[src/rtl/core_pkg.sv]
// Shared widths, address map, stage FSM states and writeback payload for the core.
package core_pkg;

    localparam int unsigned DATA_W      = 32;
    localparam int unsigned REG_ADDR_W  = 4;
    localparam int unsigned SRAM_ADDR_W = 16;
    localparam int unsigned MEM_BASE    = 1024;

    typedef enum logic {
        ST_IDLE,
        ST_WAIT
    } state_t;

    // Writeback triple driving the register file write port.
    typedef struct packed {
        logic                  en;
        logic [REG_ADDR_W-1:0] dest;
        logic [DATA_W-1:0]     value;
    } wb_t;

    // Byte address to SRAM word index; addresses below MEM_BASE wrap modulo 2^DATA_W.
    function automatic logic [SRAM_ADDR_W-1:0] word_addr(input logic [DATA_W-1:0] byte_addr);
        logic [DATA_W-1:0] offset;
        offset = byte_addr - DATA_W'(MEM_BASE);
        return SRAM_ADDR_W'(offset >> 2);
    endfunction

endpackage

[src/rtl/mem_wb_reg.sv]
// MEM/WB pipeline register; holds while the pipeline is frozen.
module mem_wb_reg
    import core_pkg::*;
(
    input  logic clk,
    input  logic rst,
    input  logic freeze,
    input  wb_t  d,
    output wb_t  q
);

    // Load on every unfrozen edge, clear on reset.
    always_ff @(posedge clk or posedge rst) begin
        if (rst) begin
            q <= '0;
        end else if (!freeze) begin
            q <= d;
        end
    end

endmodule

[src/rtl/mem_wb_stage.sv]
// Memory-access stage: LDR/STR over a req/ack SRAM port, upstream freeze, MEM/WB register.
module mem_wb_stage
    import core_pkg::*;
(
    input  logic                   clk,
    input  logic                   rst,
    input  logic [DATA_W-1:0]      in_alu_result,
    input  logic [DATA_W-1:0]      in_store_val,
    input  logic [REG_ADDR_W-1:0]  in_dest,
    input  logic                   in_wb_en,
    input  logic                   in_mem_r_en,
    input  logic                   in_mem_w_en,
    output logic                   freeze,
    output logic                   sram_req,
    output logic                   sram_we,
    output logic [SRAM_ADDR_W-1:0] sram_addr,
    output logic [DATA_W-1:0]      sram_wdata,
    input  logic                   sram_ack,
    input  logic [DATA_W-1:0]      sram_rdata,
    output logic                   wb_en,
    output logic [REG_ADDR_W-1:0]  wb_dest,
    output logic [DATA_W-1:0]      wb_value
);

    state_t                 state, state_n;
    logic                   req_n, we_n;
    logic [SRAM_ADDR_W-1:0] addr_n;
    logic [DATA_W-1:0]      wdata_n;
    wb_t                    wb_d, wb_q;

    // State and SRAM request registers; reset abandons any outstanding access.
    always_ff @(posedge clk or posedge rst) begin
        if (rst) begin
            state      <= ST_IDLE;
            sram_req   <= 1'b0;
            sram_we    <= 1'b0;
            sram_addr  <= '0;
            sram_wdata <= '0;
        end else begin
            state      <= state_n;
            sram_req   <= req_n;
            sram_we    <= we_n;
            sram_addr  <= addr_n;
            sram_wdata <= wdata_n;
        end
    end

    // Next state, request capture and the combinational freeze.
    always_comb begin
        state_n = state;
        req_n   = sram_req;
        we_n    = sram_we;
        addr_n  = sram_addr;
        wdata_n = sram_wdata;
        freeze  = 1'b0;
        case (state)
            ST_IDLE: begin
                if (in_mem_r_en || in_mem_w_en) begin
                    freeze  = 1'b1;
                    state_n = ST_WAIT;
                    req_n   = 1'b1;
                    we_n    = in_mem_w_en;
                    addr_n  = word_addr(in_alu_result);
                    wdata_n = in_store_val;
                end
            end
            ST_WAIT: begin
                freeze = ~sram_ack;
                if (sram_ack) begin
                    state_n = ST_IDLE;
                    req_n   = 1'b0;
                end
            end
            default: begin
                state_n = ST_IDLE;
            end
        endcase
        // Pipeline must not be held while the core is in reset.
        if (rst) begin
            freeze = 1'b0;
        end
    end

    // Loads take the SRAM read data, everything else forwards the EX result.
    always_comb begin
        wb_d.en    = in_wb_en;
        wb_d.dest  = in_dest;
        wb_d.value = in_mem_r_en ? sram_rdata : in_alu_result;
    end

    mem_wb_reg u_wb_reg (
        .clk    (clk),
        .rst    (rst),
        .freeze (freeze),
        .d      (wb_d),
        .q      (wb_q)
    );

    assign wb_en    = wb_q.en;
    assign wb_dest  = wb_q.dest;
    assign wb_value = wb_q.value;

endmodule

[config.mk]
export PLATFORM = sky130hd
export DESIGN_NAME = mem_wb_stage
export DESIGN_NICKNAME = d
export VERILOG_FILES = /design/src/rtl/core_pkg.sv /design/src/rtl/mem_wb_reg.sv /design/src/rtl/mem_wb_stage.sv
export SDC_FILE = /design/constraint.sdc
export NUM_CORES = 1
export LEC_CHECK = 0
export CAP_MARGIN = 15
export CORE_ASPECT_RATIO = 0.5
export CORE_UTILIZATION = 53
export DETAILED_ROUTE_END_ITERATION = 8
export DONT_BUFFER_PORTS = 1
export PLACE_DENSITY = 0.68
export SLEW_MARGIN = 20
export SYNTH_ARGS = -nofsm -noshare
export SYNTH_HDL_FRONTEND = slang
export SYNTH_SLANG_ARGS = --single-unit
[constraint.sdc]
create_clock -name clk -period 3.8 [get_ports clk]
set_input_delay 0.76 -clock clk [delete_from_list [all_inputs] [get_ports clk]]
set_output_delay 0.76 -clock clk [all_outputs]
set_load 0.05 [all_outputs]
# --- Word level (Yosys, flattened, before mapping) ---
# Cells that the tools add are included.
word_totals:
  ff_bits: 88
  in_bits: 106
  output_inout_bits: 88
  word_cells: 25
classes:
  addsub: 1
  eq_ne: 2
  mux: 9
  bitwise_logic: 2
  reduce_logical: 3
op_table:
  columns: ["cell", "count"]
  rows:
  - ["32-bit 2-to-1 mux", 1]
  - ["18-bit by 11-bit subtractor with 18-bit output, second input constant", 1]
  - ["1-bit one-hot mux with 2 select lines", 3]
  - ["1-bit 2-to-1 mux", 5]
  - ["2-bit inequality test, second input constant", 2]
  - ["2-bit AND reduction", 2]
  - ["1-bit inverter", 2]
  - ["1-bit logical OR", 1]

# --- Longest topological paths before layout ---
# Gate-level depths: netlist of the first run.
logic_depth:
  word_depth: 4
  mapped_depth: 6
  mapped_depth_nobuf: 5

# --- Modules after synthesis ---
# From an unflattened synthesis of the first run, not the netlist that was laid out.
unflattened:
  cells_unflattened: 340
  area_unflattened_um2: 3923.8
modules_own_cells:
  columns: ["module", "n_inst", "cells_each", "area_each_um2", "seq_area_each_um2"]
  rows:
  - ["mem_wb_stage", 1, 261, 2393.5, 1276.2]
  - ["mem_wb_reg", 1, 79, 1530.2, 925.9]

# --- Least setup slack after synthesis of the first run ---
# No wires, ideal clock.
synth_path:
  path_type: "input-to-output"
  startpoint: "input port sram_ack"
  endpoint: "output port freeze"
  arrival_time_ps: 1474
  t_required_ps: 3040
  slack_ps: 1566
  cell_stages: 3
  n_path_buf: 2
  cell_sequence: "a211oi_1 -> buf_4 -> buf_4"
synth_between:
  elab_chain_cells: 3
synth_lines:
  columns: ["item", "line", "rtl"]
  rows:
  - ["from (decl)", "mem_wb_stage.sv:18", "input logic sram_ack,"]
  - ["1-bit inverter", "mem_wb_stage.sv:68", "freeze = ~sram_ack;"]
  - ["1-bit one-hot mux with 2 select lines", "mem_wb_stage.sv:56", "case (state)"]
  - ["1-bit 2-to-1 mux", "mem_wb_stage.sv:79", "if (rst) begin"]
  - ["to (decl)", "mem_wb_stage.sv:13", "output logic freeze,"]
# Every way passes these cells.

# --- Worst setup path after layout of the first run ---
layout_path:
  startpoint: "register state"
  endpoint: "output port freeze"
layout_between:
  elab_chain_cells: 3
layout_lines:
  columns: ["item", "line", "rtl"]
  rows:
  - ["from (decl)", "mem_wb_stage.sv:25", "state_t state, state_n;"]
  - ["from (signal assigned)", "mem_wb_stage.sv:40", "state <= state_n;"]
  - ["1-bit inverter", null, null]
  - ["1-bit one-hot mux with 2 select lines (*)", "mem_wb_stage.sv:56", null]
  - ["1-bit 2-to-1 mux (*)", "mem_wb_stage.sv:79", null]
# Mark *: on every way between the ends. The rest lies on a longest branch, timed or not.

==> key figures, run 1 <==
Worst setup path
  • CP Max Fanout: 6
  • RR Startpoint: state$_DFF_PP0_
  • R2R Path End: u_wb_reg.q[6]$_DFFE_PP0N_
  • R2R cell count: 4
  • Worst setup path class: register to output pin
  • Crit. End Element: output pin
  • Critical path launch point type: register
  • Worst Path Required: between 3 and 4 ns
  • Setup slack on the worst flop-to-flop path: 1.64 ns
  • Arr. time, crit path: around 1.5 ns

Drt
  • Met2 wire length: 3900 um
  • WL met1: about 3000 um
  • Wire length on met3: 682 um
  • Final wirelength: 7650 um
  • First-pass iteration count of the detailed router: 5
  • Post-route ant nets: 0
  • Post-route DRC: 0
  • Via count: 2364
  • Vias per inst: around 5.4
  • Post-DR wirelength/cell: 17.5 um
  • 1st-iter DRT viols: 80
  • DR top layer: met4

Placement
  • IO Port Bufs: 0
  • Gpl congestion: 0.741
  • Pre-CTS WS: around 1.4 ns
  • Post-DP HPWL: ~5700 um
  • DP Area: roughly 0.0038 mm^2
  • Placed cells: 420

STA
  • FMAX: between 0.4 and 0.5 GHz
  • Clk_skew: ~0.0042 ns
  • Worst hold slack: ~0.4 ns
  • Fin crit period: between 2 and 2.5 ns
  • Fin worst setup slack: ~1.5 ns
  • RSZ-0062 raised after global routing: no
  • Hold Vio Cnt, Final: 0
  • Pins Over Slew Limit: 0
  • Worst-Margin Slew: 0.982 ns
  • Fin crit share: 59.3%
  • Setup violators final: 0
  • Max_slew headroom: between 30% and 40%
  • Setup TNS: 0 ns

Yosys
  • Dominant cell type by area after synthesis: dfrtp_1
  • Yosys reg bits: 88
  • Top cells by area, synth: dfrtp_1 (59%), nand2_1 (13%), mux2_2 (10%)
  • Warnings from Yosys: 0
  • Post-synth EDFFs: 0
  • Top cell type's share of synthesized area: between 50% and 60%
  • Most frequent cell after synthesis: nand2_1
  • Sequential-to-total area share from yosys stat: approximately 59%
  • Avg Cell Area, Syn: 11.0 um^2
  • Ys flop type: dfrtp_1
  • Post-Syn Instances: about 340
  • Synthesized cell area: around 0.0038 mm^2
  • Total nets after synthesis: ~450
  • Post-synthesis async set-or-reset flop share: between 90% and 100%
  • Cell variety after synth: 28
  • Synth cell count leaders: nand2_1 (129), dfrtp_1 (88), mux2_2 (35), mux2_1 (32), clkbuf_1 (9)

Clock tree
  • H-tree Lvls: 3
  • Clock transition at path regs: roughly 0.060 ns
  • CTS root buf: clkbuf_16
  • Clock Latency Late Sink: 0.32 ns
  • Post-CTS Resized: 0
  • # hold bufs at CTS: 0
  • Postcts setup bufs: 0
  • Clock sinks: 88
  • Total CTS buffers: 9
  • TritonCTS clock tree: built
  • Max clock buf depth: 2

Final layout
  • Number of inserted diodes: 0
  • Finished Layout Cells: between 400 and 500
  • Post-route cell area: roughly 0.0042 mm^2
  • Nets: about 450
  • Fillers: roughly 550
  • Area growth, synth to finish: 11.7%
  • Share of layout cells above drive strength 1: between 10% and 20%

Global routing
  • Vias in the first global route: between 2000 and 2500
  • Initial antenna violation count: 0
  • Total grt overflow: 0
  • Largest net degree at the start of global routing: roughly 50
  • Gr usage total: 20.7%
  • First-pass GRT wire length: about 11000 um

Floorplanning
  • Cell row count: 21
  • Boundary pin count: 194
  • Initial Util: a little under three fifths
  • Die H: a little over 60 um
  • Width of the chip: 121 um
  • Core area: roughly 0.0068 mm^2
  • Die Area: about 0.0075 mm^2

Power and ir drop
  • Sequential share of power: between 50% and 60%
  • Sw power: roughly 1.2 mW
  • Switching share of power: about two fifths
  • Leak: 1.96 nW
  • Internal power: between 1.5 and 2 mW
  • Cell Pwr Density: between 700 and 800 mW/mm^2
  • Maximum VDD drop: around 0.0003 V
  • Clock group share of total power: about a third
  • Comb pwr share: 8.8%

Worst hold path
  • Min-delay worst type: input port to async pin

Job
  • Max Cap Violations: 0

Status
  • Status: completed
## power groups by stage
stage	Clock [mW]	Sequential (mW)	Combinational [mW]
after floorplan	0	1.77	0.235
after global placement	0	1.81	0.259
after detailed placement	0	1.82	0.277
after CTS	1.01	1.80	0.277
after global routing	1.06	1.81	0.314
final	0.994	1.79	0.270
## flip-flops by register name (all words and copies together), names as in the netlist
name / flops
state: 1
sram_req: 1
sram_we: 1
u_wb_reg.q: 37
sram_wdata: 32
sram_addr: 16
## cells in the final DEF (no fill, tap or decap), drive strengths merged
master / netlist / layout
a31oi: 3 / 3
bufinv: 0 / 3
or3: 2 / 2
a211o: 1 / 1
inv: 4 / 3
o31ai: 1 / 1
clkinv: 0 / 3
mux2: 67 / 67
a21oi: 2 / 2
nor3b: 1 / 1
o21ai: 8 / 8
xnor2: 2 / 2
o21bai: 1 / 1
or2: 1 / 1
nand2: 129 / 129
o21ba: 1 / 1
buf: 9 / 5
dfrtp: 88 / 88
ha: 1 / 1
nand4: 1 / 1
nor2: 5 / 5
nor3: 1 / 1
nand3: 1 / 1
clkbuf: 9 / 11
or4: 2 / 2
a211oi: 1 / 1
## kinds of logic after synthesis
kind of cell / after synthesis / synth area share (%)
AND/OR/NAND/NOR: 143 / 14.9
flip-flops: 88 / 58.6
multiplexers: 67 / 20.1
buffers and inverters: 22 / 2.70
AO/OA/AOI/OAI: 18 / 2.93
XOR/XNOR: 2 / 0.466
adder cells (fa/ha/maj): 1 / 0.333
## per-stage QoR
| stage | utilization, % | power (mW) |
|---|---|---|
| after global placement | 56.8 | 2.07 |
| final | 61.9 | 3.06 |
| after CTS | 61.9 | 3.09 |
| after floorplan | - | 2.01 |
| after detailed placement | 56.8 | 2.09 |
| after global routing | 61.9 | 3.19 |
## worst max-delay path: stages (launching register included)
cell and delay, ns:
dfrtp_1 0.45, nor3_1 0.13, a211oi_4 0.59
## layer usage
metal  global-route usage (%)  vias up
met2                     36.7      108
met1                     24.2     1135
met3                     7.41        6
li1                         -     1115
met5                        0        -
met4                     6.70        0
## how the worst max path moves through the flow
stage,start,slack (ns),end,cells past startpoint
after detailed placement,in_mem_r_en,1.36,u_wb_reg.q[6]$_DFFE_PP0N_,4
final,state$_DFF_PP0_,1.55,freeze,2
after floorplan,rst,0.76,sram_addr[0]$_DFFE_PP0P_,1
after CTS,state$_DFF_PP0_,1.53,freeze,2
after global routing,state$_DFF_PP0_,1.46,freeze,2
after global placement,in_mem_r_en,1.39,u_wb_reg.q[9]$_DFFE_PP0N_,4
## cell type report
class / instances / area [um^2] / area share (%)
Clock buffer: 11 / 243 / 5.78
Clock inverter: 5 / 104 / 2.47
Inverter: 4 / 16.3 / 0.388
Multi-Input combinational cell: 231 / 1480 / 35.2
Sequential cell: 88 / 2200 / 52.5
Tap cell: 92 / 115 / 2.74
Timing Repair Buffer: 5 / 37.5 / 0.894
Power figures use the tool's default switching activity.
==> inputs of run 2 (changes only) <==
--- a/config.mk
+++ b/config.mk
@@ -10,7 +10,7 @@
 export CORE_UTILIZATION = 53
 export DETAILED_ROUTE_END_ITERATION = 8
 export DONT_BUFFER_PORTS = 1
-export PLACE_DENSITY = 0.68
+export PLACE_DENSITY = 0.71
 export SLEW_MARGIN = 20
 export SYNTH_ARGS = -nofsm -noshare
 export SYNTH_HDL_FRONTEND = slang
==> constraint.sdc (replaced) <==
create_clock -name clk -period 2 [get_ports clk]
set_input_delay 0.4 -clock clk [delete_from_list [all_inputs] [get_ports clk]]
set_output_delay 0.4 -clock clk [all_outputs]
set_load 0.05 [all_outputs]
==> key figures, run 2 (synthesis results as in run 1) <==
Status
  • Status: completed

Final layout
  • Share of layout cells above drive strength 1: 18.4%
  • Finished Layout Cells: 440
  • Commonest non-fill, non-tap cells in the layout: nand2_1 (129), dfrtp_1 (88), mux2_2 (35)
  • Largest regs: u_wb_reg.q: 37 flops, sram_wdata: 32 flops, sram_addr: 16 flops
  • Commonest non-fill, non-tap cell in the layout: nand2_1
  • Fillers: 537
  • Max FFs per register: 37
  • Nets: between 400 and 500
  • Area growth, synth to finish: 12.7%
  • Register bank with the most flops: u_wb_reg.q
  • Area of the multi-input gates: 0.00148 mm^2
  • Number of inserted diodes: 0
  • Seq. cell area: between 0.002 and 0.0025 mm^2

Job
  • Max Cap Violations: 0

Power and ir drop
  • Leak: around 2 nW
  • Internal power: 3.44 mW
  • Sequential share of power: 59.8%
  • Sw power: between 2 and 2.5 mW
  • Comb pwr share: under 10%
  • Switching share of power: 39.7%
  • Clock group share of total power: between 30% and 40%
  • Cell Pwr Density: ~1300 mW/mm^2
  • Maximum VDD drop: between 0.0006 and 0.0007 V

Clock tree
  • Postcts setup bufs: 0
  • H-tree Lvls: 3
  • Clock sinks: 88
  • Clock Latency Late Sink: approximately 0.32 ns
  • Total CTS buffers: 9
  • Max clock buf depth: 2
  • CTS root buf: clkbuf_16
  • Clock transition at path regs: 0.06 ns
  • TritonCTS clock tree: built

STA
  • Setup violators final: 0
  • Worst-Margin Slew: 0.548 ns
  • Setup TNS: 0 ns
  • Worst hold slack: between 0.15 and 0.2 ns
  • Fin crit share: between 90% and 100%
  • Max_slew headroom: a little under two thirds
  • RSZ-0062 raised after global routing: no
  • Clk_skew: ~0.0033 ns
  • FMAX: around 0.53 GHz
  • Fin crit period: 1.88 ns
  • Hold Vio Cnt, Final: 0
  • Pins Over Slew Limit: 0

Global routing
  • Gr usage total: about a fifth
  • Vias in the first global route: 2336
  • Initial antenna violation count: 0
  • Total grt overflow: 0
  • Largest net degree at the start of global routing: 39
  • First-pass GRT wire length: approximately 12000 um

Worst setup path
  • R2R cell count: 4
  • Worst path cell trace: nor3_2 -> a211oi_4 -> buf_4
  • R2R Path End: u_wb_reg.q[25]$_DFFE_PP0N_
  • CP Max Fanout: 11
  • CP top delay family: flip-flops
  • Worst Path Required: ~1.6 ns
  • CP peak stage delay: around 0.47 ns
  • Setup slack on the worst flop-to-flop path: roughly 0.35 ns
  • RR Startpoint: state$_DFF_PP0_
  • Crit. End Element: output pin
  • Crit. Startpoint: state$_DFF_PP0_
  • Critical path launch point type: register
  • Worst setup path endpoint: freeze
  • CP max stage cell: dfrtp_1
  • Buf/Inv on CP: 1
  • Worst setup path class: register to output pin
  • Arr. time, crit path: between 1 and 1.5 ns
  • Critical Path Stages: 3

Placement
  • Placed cells: about 420
  • Post-DP HPWL: 5930 um
  • IO Port Bufs: 0
  • Gpl congestion: around 0.69

Drt
  • Post-route DRC: 0
  • First-pass iteration count of the detailed router: 4
  • Post-route ant nets: 0
  • Via count: between 2000 and 2500
  • Post-DR wirelength/cell: 17.8 um
  • Final wirelength: slightly below 8000 um
  • 1st-iter DRT viols: 118
  • Vias per inst: 5.45

Floorplanning
  • Width of the chip: between 100 and 150 um
  • Boundary pin count: 194
  • Core area: roughly 0.0068 mm^2
  • Die H: 61.5 um
  • Die Area: 0.00745 mm^2
  • Cell row count: 21
  • Initial Util: a little under three fifths

Worst hold path
  • Min-delay worst type: input port to register
run 2: worst min path at each step:
stage	startpoint	endpoint	slack (ns)	cells after the start
final	sram_ack	sram_req$_DFFE_PP0P_	0.16	1
after global routing	sram_ack	sram_req$_DFFE_PP0P_	0.14	1
after CTS	sram_ack	sram_req$_DFFE_PP0P_	0.14	1
after detailed placement	rst	u_wb_reg.q[1]$_DFFE_PP0N_	0.35	1
after global placement	rst	sram_addr[13]$_DFFE_PP0P_	0.34	1
after floorplan	sram_ack	sram_req$_DFFE_PP0P_	0.49	1
run 2: routing by layer:
layer  up-vias  share of wire (%)  GRT usage, %
met4         0               0.75          8.99
met1      1160                 41          25.8
li1       1123                  -             -
met2       111                 48          35.4
met5         -                  0             0
met3         6                9.4          8.24
run 2: timing repair:
item | in CTS | in global routing
gates resized for setup | 0 | 1
setup endpoints to repair | 0 | 1
hold buffers | 1 | 0
hold endpoints to repair | 23 | 0
run 2: final cells by class:
cell class,instances,area share (%)
Sequential cell,88,52.0
Multi-Input combinational cell,231,35.0
Clock buffer,10,5.64
Tap cell,92,2.72
Timing Repair Buffer,9,2.24
Clock inverter,6,1.95
Inverter,4,0.443
run 2: per-stage QoR:
step | total power, mW | area, um^2 | utilization, % | setup slack [ns]
2_1_floorplan | 3.82 | 3760 | - | 0.366
3_3_place_gp | 3.95 | 3900 | 57.5 | 0.406
3_5_place_dp | 3.99 | 3900 | 57.5 | 0.330
4_1_cts | 5.76 | 4230 | 62.4 | 0.0390
5_1_grt | 5.96 | 4240 | 62.5 | 0.0161
6_report | 5.70 | 4240 | 62.5 | 0.123
run 2: power groups by stage:
stage	Sequential, mW	Clock [mW]	Combinational (mW)
2_1_floorplan	3.37	0	0.447
6_report	3.41	1.76	0.535
3_3_place_gp	3.44	0	0.507
3_5_place_dp	3.45	0	0.543
4_1_cts	3.42	1.80	0.547
5_1_grt	3.45	1.89	0.618
